`src/rtl/seq_muldiv.sv`:
```
// seq_muldiv: iterative unsigned multiply/divide unit feeding the register file
// writeback path. Each operation produces one result bit per clock. A final
// edge then registers the result and raises a one-cycle write strobe.
module seq_muldiv #(
    parameter int WIDTH = 16,
    parameter int SELW  = 4
) (
    input  logic             clk,
    input  logic             rst,
    input  logic             start,
    input  logic [1:0]       op,
    input  logic [WIDTH-1:0] a,
    input  logic [WIDTH-1:0] b,
    input  logic [SELW-1:0]  dest,
    input  logic             flush,
    output logic             busy,
    output logic [WIDTH-1:0] rd_data,
    output logic [SELW-1:0]  rd_sel,
    output logic             wrt,
    output logic             dbz
);

    localparam int CW = $clog2(WIDTH + 1);

    typedef enum logic [1:0] {
        IDLE,
        RUN,
        DONE
    } state_t;

    state_t           state;
    logic [1:0]       op_r;
    logic [WIDTH-1:0] opnd_r;
    logic [WIDTH-1:0] hi_r;
    logic [WIDTH-1:0] lo_r;
    logic [SELW-1:0]  sel_r;
    logic [CW-1:0]    count;
    logic             wrt_r;

    logic [WIDTH:0]   mul_sum;
    logic [WIDTH:0]   div_shift;
    logic [WIDTH+1:0] div_diff;
    logic [WIDTH-1:0] hi_n;
    logic [WIDTH-1:0] lo_n;

    // One iteration step. For multiplies hi:lo is the running product, with the
    // multiplier shifted out of lo. For divides hi is the partial remainder
    // and lo shifts the dividend out while the quotient bits shift in.
    always_comb begin
        mul_sum   = {1'b0, hi_r} + (lo_r[0] ? {1'b0, opnd_r} : '0);
        div_shift = {hi_r, lo_r[WIDTH-1]};
        div_diff  = {1'b0, div_shift} - {2'b00, opnd_r};
        hi_n      = mul_sum[WIDTH:1];
        lo_n      = {mul_sum[0], lo_r[WIDTH-1:1]};
        if (op_r[1]) begin
            if (!div_diff[WIDTH+1]) begin
                hi_n = div_diff[WIDTH-1:0];
            end else begin
                hi_n = div_shift[WIDTH-1:0];
            end
            lo_n = {lo_r[WIDTH-2:0], ~div_diff[WIDTH+1]};
        end
    end

    // Control FSM with registered outputs. There are 16 iteration edges.
    // One more edge moves the selected result half into the output registers.
    always_ff @(posedge clk or negedge rst) begin
        if (!rst) begin
            state   <= IDLE;
            op_r    <= '0;
            opnd_r  <= '0;
            hi_r    <= '0;
            lo_r    <= '0;
            sel_r   <= '0;
            count   <= '0;
            busy    <= 1'b0;
            wrt_r   <= 1'b0;
            dbz     <= 1'b0;
            rd_data <= '0;
            rd_sel  <= '0;
        end else begin
            case (state)
                IDLE: begin
                    wrt_r <= 1'b0;
                    if (start && !flush) begin
                        op_r   <= op;
                        opnd_r <= op[1] ? b : a;
                        lo_r   <= op[1] ? a : b;
                        hi_r   <= '0;
                        sel_r  <= dest;
                        count  <= '0;
                        busy   <= 1'b1;
                        state  <= RUN;
                    end
                end
                RUN: begin
                    if (flush) begin
                        busy  <= 1'b0;
                        state <= IDLE;
                    end else if (count == CW'(WIDTH)) begin
                        rd_data <= op_r[0] ? hi_r : lo_r;
                        rd_sel  <= sel_r;
                        dbz     <= op_r[1] && (opnd_r == '0);
                        wrt_r   <= 1'b1;
                        state   <= DONE;
                    end else begin
                        hi_r  <= hi_n;
                        lo_r  <= lo_n;
                        count <= count + 1'b1;
                    end
                end
                DONE: begin
                    wrt_r <= 1'b0;
                    busy  <= 1'b0;
                    state <= IDLE;
                end
                default: begin
                    busy  <= 1'b0;
                    wrt_r <= 1'b0;
                    state <= IDLE;
                end
            endcase
        end
    end

    // The register file writes on the falling edge. A flush raised during the
    // DONE cycle must stop that write, so the strobe is qualified here.
    always_comb begin
        wrt = wrt_r && !flush;
    end

endmodule

```
`config.mk`:
```
export PLATFORM = sky130hd
export DESIGN_NAME = seq_muldiv
export DESIGN_NICKNAME = d
export VERILOG_FILES = /design/src/rtl/seq_muldiv.sv
export SDC_FILE = /design/constraint.sdc
export NUM_CORES = 1
export LEC_CHECK = 0
export ABC_CLOCK_PERIOD_IN_PS = 3170
export BUFFER_PORTS_ARGS = -buffer_cell sky130_fd_sc_hd__buf_2
export CORE_MARGIN = 5
export CORE_UTILIZATION = 45
export CTS_BUF_LIST = sky130_fd_sc_hd__clkbuf_4 sky130_fd_sc_hd__clkbuf_8
export CTS_CLUSTER_SIZE = 14
export DETAILED_ROUTE_END_ITERATION = 10
export GPL_TIMING_DRIVEN = 0
export PLACE_DENSITY_LB_ADDON = 0.08
export SYNTH_ARGS = -nofsm -noshare
export SYNTH_HDL_FRONTEND = slang
export SYNTH_SLANG_ARGS = --single-unit
```
`constraint.sdc`:
```
create_clock -name clk -period 3.17 [get_ports clk]
set_input_delay 0 -clock clk [delete_from_list [all_inputs] [get_ports clk]]
set_output_delay 0 -clock clk [all_outputs]
set_load 0.01 [all_outputs]
```
======== Word-level counts from Yosys, hierarchy flattened ========
Cells that the tools add are included.
storage, ports and cells
  latch bits .............................. 0
  word-level logic and storage cells ...... 67
  memory bits (read-only) ................. 0
  bits of input ports ..................... 42
  bits in writable memories ............... 0
  memories ................................ 0
  register bits after elaboration ......... 84
operators by class
  mux-type cells .......................... 29
  magnitude comparators ................... 0
  add/subtract/negate cells ............... 3
  divide/modulo/power cells ............... 0
  eq/ne operators ......................... 8
  bitwise operators ....................... 2
  shift operators ......................... 0
  reduce and logical (&&, ||, !) cells .... 13
  multipliers ............................. 0
operator list
  cell                                            number
  2-to-1 mux 16 bit                               13
  one-hot mux 16 bit (2 select lines)             2
  subtractor 17 x 16 -> 18 bit                    1
  adder 16 x 16 -> 17 bit                         1
  zero test 16 bit                                1
  2-to-1 mux 5 bit                                3
  != test 2 bit (second input constant)           5
  one-hot mux 5 bit (2 select lines)              1
  AND reduction 2 bit                             4
  2-to-1 mux 2 bit                                3
  adder 5 x 1 -> 5 bit (second input constant)    1
  == test 5 bit (second input constant)           1
  2-to-1 mux 1 bit                                5
  one-hot mux 2 bit (2 select lines)              1
  AND reduction 4 bit                             1
  logical AND 1 bit                               3
  != test 3 bit (second input constant)           1
  AND reduction 3 bit                             1
  == test 2 x 1 -> 1 bit (second input constant)  1
  zero test 2 bit                                 1
  inverter 1 bit                                  2
  one-hot mux 1 bit (2 select lines)              1
  nonzero test 2 bit                              1
  zero test 1 bit                                 1

======== Longest topological paths before layout ========
  depth after elaboration ................. 6
  mapped depth ............................ 12

======== Worst setup path after synthesis ========
Ideal clock, no wire load.
  path type ............................... flip-flop to flip-flop
  start ................................... register lo_r[0]
  end ..................................... register hi_r[12]
  clock period less this slack ............ 2.648 ns
  arrival ................................. 2.526 ns
  stages on the path, launching flop included .. 13
  required time ........................... 3.048 ns
  path slack .............................. 0.522 ns
  path through ............................ dfrtp_1 > clkbuf_1 > clkbuf_1 > nand2_1 > inv_1 > ha_1 > a211oi_1 > o21ai_0 > a2111o_1 > nand2_1 > a21oi_1 > mux2i_1 > a32o_1
between the ends
  word-level cells in the longest chain between the ends .. 6
RTL lines
  item                                 line  RTL
  from (decl)                          35    logic [WIDTH-1:0] lo_r;
  from (signal assigned)               88    lo_r <= op[1] ? a : b;
  from (signal assigned)               108   lo_r <= lo_n;
  2-to-1 mux 16 bit                    50    mul_sum = {1'b0, hi_r} + (lo_r[0] ? {1'b0, opnd_r} : '0);
  adder 16 x 16 -> 17 bit              50
  2-to-1 mux 16 bit                    55    if (op_r[1]) begin
  2-to-1 mux 16 bit                    100   end else if (count == CW'(WIDTH)) begin
  2-to-1 mux 16 bit                    97    if (flush) begin
  one-hot mux 16 bit (2 select lines)  82    case (state)
  to (signal assigned)                 107   hi_r <= hi_n;
  to (decl)                            34    logic [WIDTH-1:0] hi_r;
No other way between the ends. The select of a mux whose other input is x is not followed.
A chain may end at the register's enable or synchronous reset.

======== Worst setup path in the final report ========
  start ................................... register lo_r[15]
  end ..................................... register hi_r[12]
between the ends
  word-level cells in the longest chain between the ends .. 6
RTL lines
  item                                 line  RTL
  subtractor 17 x 16 -> 18 bit         52    div_diff = {1'b0, div_shift} - {2'b00, opnd_r};
  2-to-1 mux 16 bit                    56    if (!div_diff[WIDTH+1]) begin
  2-to-1 mux 16 bit                    55
  2-to-1 mux 16 bit                    100
  2-to-1 mux 16 bit                    97
  one-hot mux 16 bit (2 select lines)  82
No other way between the ends. The select of a mux whose other input is x is not followed.

==> impl_metrics.env <==
export IMPL_grt_usage_pct=23.6
export IMPL_max_stage_delay_ns=0.52
export IMPL_start_kind="flop"
export IMPL_netlist_top_cells_area="dfrtp_1 (34%), mux2i_1 (8.7%), ha_1 (7.0%), nand2_1 (6.8%), o21ai_0 (5.9%)"
export IMPL_worstSetupPathType="flop to flop"
export IMPL_critPathMostFrequentCell="inv_1"
export IMPL_diodes=0
export IMPL_start_util_pct=46.0
export IMPL_p_leak_uw=0.00346
export IMPL_fin_crit_sh_pct=94.4
export IMPL_p_per_area_nw_per_um2=679
export IMPL_regToRegStartpoint="lo_r[15]$_DFFE_PN0P_"
export IMPL_vias=5835
export IMPL_place_congestion=0.866
export IMPL_cts_setup_buffers=0
export IMPL_cp_cell_sequence="inv_1, ha_1, inv_1, fa_1, a21o_1, and4_1, o211ai_1, a31oi_1, o311ai_0, a32o_1"
export IMPL_syn_area_um2=6120
export IMPL_multi_input_comb_area_um2=3720
export IMPL_htree_levels=3
export IMPL_synth_distinct_cells=66
export IMPL_cts_buffer_depth=2
export IMPL_switching_share_pct=44.1
export IMPL_slew_viol_final=0
export IMPL_dp_slack_ns=-0.247
export IMPL_syn_avg_cell_area_um2=8.51
export IMPL_dp_hpwl_um=14400
export IMPL_gr_total_overflow=0
export IMPL_report_final_setup_viol=0
export IMPL_drc_errors=0
export IMPL_switchingPower_uw=2190
export IMPL_cts_buffers=9
export IMPL_cts_tree="built"
export IMPL_skew_ns=0.00838
export IMPL_p_comb_share_pct=49.7
export IMPL_ys_flop_type="dfrtp_1"
export IMPL_p_clk_share_pct=17.8
export IMPL_syn_to_final_growth_pct=19.5
export IMPL_antenna_found_initial=0
export IMPL_mappedNetlistNets=797
export IMPL_vias_per_cell=5.75
export IMPL_mostFrequentLayoutCell="nand2_1"
export IMPL_arrival_ns=3.31
export IMPL_cts_root_buf="clkbuf_8"
export IMPL_clkLatencyLatePin_ns=0.38
export IMPL_fin_crit_ns=2.99
export IMPL_pwr_share_seq_pct=32.5
export IMPL_async_reset_ff_share_pct=100
export IMPL_worst_slew_pin_slew_ns=0.865
export IMPL_met2_usage_pct=39.7
export IMPL_met3_usage_pct=3.87
export IMPL_synth_top_area_share_pct=34.4
export IMPL_irDropWorstVdd_mv=0.447
export IMPL_grt_max_degree=55
export IMPL_synth_seq_area_share_pct=34.4
export IMPL_seq_area_um2=2100
export IMPL_stdcell_area_um2=7310
export IMPL_grtUsageMet1_pct=31.7
export IMPL_finalWorstSetupSlack_ns=0.178
export IMPL_crit_fanout=4
export IMPL_maxCapViolCount=0
export IMPL_layout_drive_gt1_share_pct=14.0
export IMPL_synth_area_leader_cell="dfrtp_1"
export IMPL_cts_sinks=84
export IMPL_n_fill_cell=1281
export IMPL_crit_path_start="lo_r[15]$_DFFE_PN0P_"
export IMPL_busiest_layer="met2"
export IMPL_die_h_um=127
export IMPL_min_path_type="primary input to flop"
export IMPL_r2r_slack_ns=0.18
export IMPL_critical_path_endpoint_type="flop"
export IMPL_clock_fmax_mhz=334
export IMPL_ys_warn_count=0
export IMPL_hold_ws_ns=0.0622
export IMPL_drt_first_pass_iters=6
export IMPL_slew_limit_headroom_pct=42.3
export IMPL_final_cell_mix="nand2_1 (111), dfrtp_1 (83), o21ai_0 (71), buf_2 (64), mux2i_1 (53)"
export IMPL_path_buf_inv=2
export IMPL_rows=42
export IMPL_yosys_register_bits=84
export IMPL_cp_top_family="compound AO/OA/AOI/OAI gates"
export IMPL_path_clk_slew_ns=0.09
export IMPL_nets=911
export IMPL_portBuffers=63
export IMPL_grt_pass1_vias=5708
export IMPL_post_drt_wl_per_cell_um=18.6
export IMPL_finalHoldViolCount=0
export IMPL_intPower_uw=2770
export IMPL_ant_nets=0
export IMPL_dpl_instance_area_um2=6680
export IMPL_dieArea_um2=16000
export IMPL_grt_pass1_wl_um=30200
export IMPL_slowest_stage="o311ai_0"
export IMPL_status="finished clean"
export IMPL_synth_edff_count=0
export IMPL_synthCells=719
export IMPL_drtIter0Drc=566
export IMPL_wl_um=18800
export IMPL_hold_start="start"
export IMPL_core_area_um2=13300
export IMPL_die_width_um=127
export IMPL_cp_required_ns=3.48
export IMPL_io_pins=65
export IMPL_rsz0062_at_grt="false"
## stage by stage
| stage | power [µW] | TNS [ns] | utilization, % | cells |
|---|---|---|---|---|
| after CTS | 4950 | 0 | 54.9 | 1014 |
| final | 4960 | 0 | 55.0 | 1014 |
| after global placement | 3950 | -0.585 | 50.0 | 958 |
| after detailed placement | 4020 | -0.673 | 50.3 | 959 |
| after floorplan | 3330 | 0 | - | 719 |
| after global routing | 5340 | 0 | 55.0 | 1014 |
## sequential cells by signal, summed over array words and instances (netlist names), 2 cells and up
signal	cells
hi_r	16
lo_r	16
opnd_r	16
rd_data	16
count	5
rd_sel	4
sel_r	4
op_r	2
state	2
## cell families after synthesis
kind of cell               synth area share [%]
muxes                                      11.6
adders and majority gates                  7.61
AOI/OAI and AO/OA                          20.7
and+or+nand+nor                            18.5
xor gates and xnor gates                   2.43
DFF                                        34.4
buffers and inverters                      4.83
## power groups by stage
stage	registers, µW	logic (µW)	clock network [µW]
global placement	1620	2340	0
detailed placement	1620	2390	0
floorplan	1470	1860	0
global route	1640	2760	943
finish	1610	2470	883
CTS	1610	2440	898
## routing by layer
metal  share of wire (%)  vias to the layer above
li1                    -                     2793
met1                  45                     2832
met2                  48                      179
met3                 5.3                       31
met4                 1.9                        0
met5                   0                        -
## timing repair
item / 4_1_cts / 5_1_grt
gates resized for setup: 1 / 3
hold buffers: 40 / 0
setup endpoints to repair: 4 / 4
hold endpoints to repair: 107 / 0
## cell type report
type                            count  share of cell area (%)
Buffer                             38                    2.26
Clock inverter                      7                    1.35
Clock buffer                        9                    1.69
Tap cell                          176                    3.01
Sequential cell                    84                    28.8
Multi-Input combinational cell    562                    51.0
Timing Repair Buffer              104                    10.2
Inverter                           34                    1.75
## synth_stat cells (all sizes together) (3+ instances only)
master	instances
ha	34
mux2i	53
nor2b	12
and2	18
o311ai	3
nand2	111
nor4b	3
a21oi	53
o31ai	4
o211ai	4
a21o	8
xnor2	9
nor2	47
a211oi	7
a22oi	6
nand2b	4
o21bai	4
nor3b	3
o21a	6
nor4	3
nand4	9
clkbuf	30
mux2	16
nand3b	3
nor3	8
xor2	8
inv	34
a31oi	10
dfrtp	84
buf	9
o21ai	74
a2111oi	5
nand3	12
## path summary, 6_finish.rpt
kind,to,depth (start not counted)
worst max-delay path,hi_r[12]$_DFFE_PN0P_,10
worst min-delay path,busy$_DFFE_PN0P_,4
worst max register to register,hi_r[12]$_DFFE_PN0P_,10
worst min register to register,rd_sel[1]$_DFFE_PN0P_,2
max in group asynchronous,hi_r[14]$_DFFE_PN0P_,3
min in group asynchronous,rd_data[1]$_DFFE_PN0P_,2
## worst reg2reg max path: cells and delay by family (launching register included)
| family | cells | cell delay [ns] |
|---|---|---|
| DFF | 1 | 0.39 |
| adders and majority gates | 2 | 0.61 |
| AOI/OAI and AO/OA | 5 | 1.46 |
| and+or+nand+nor | 1 | 0.23 |
| buffers and inverters | 2 | 0.24 |
(Power assumes the default switching activity.)
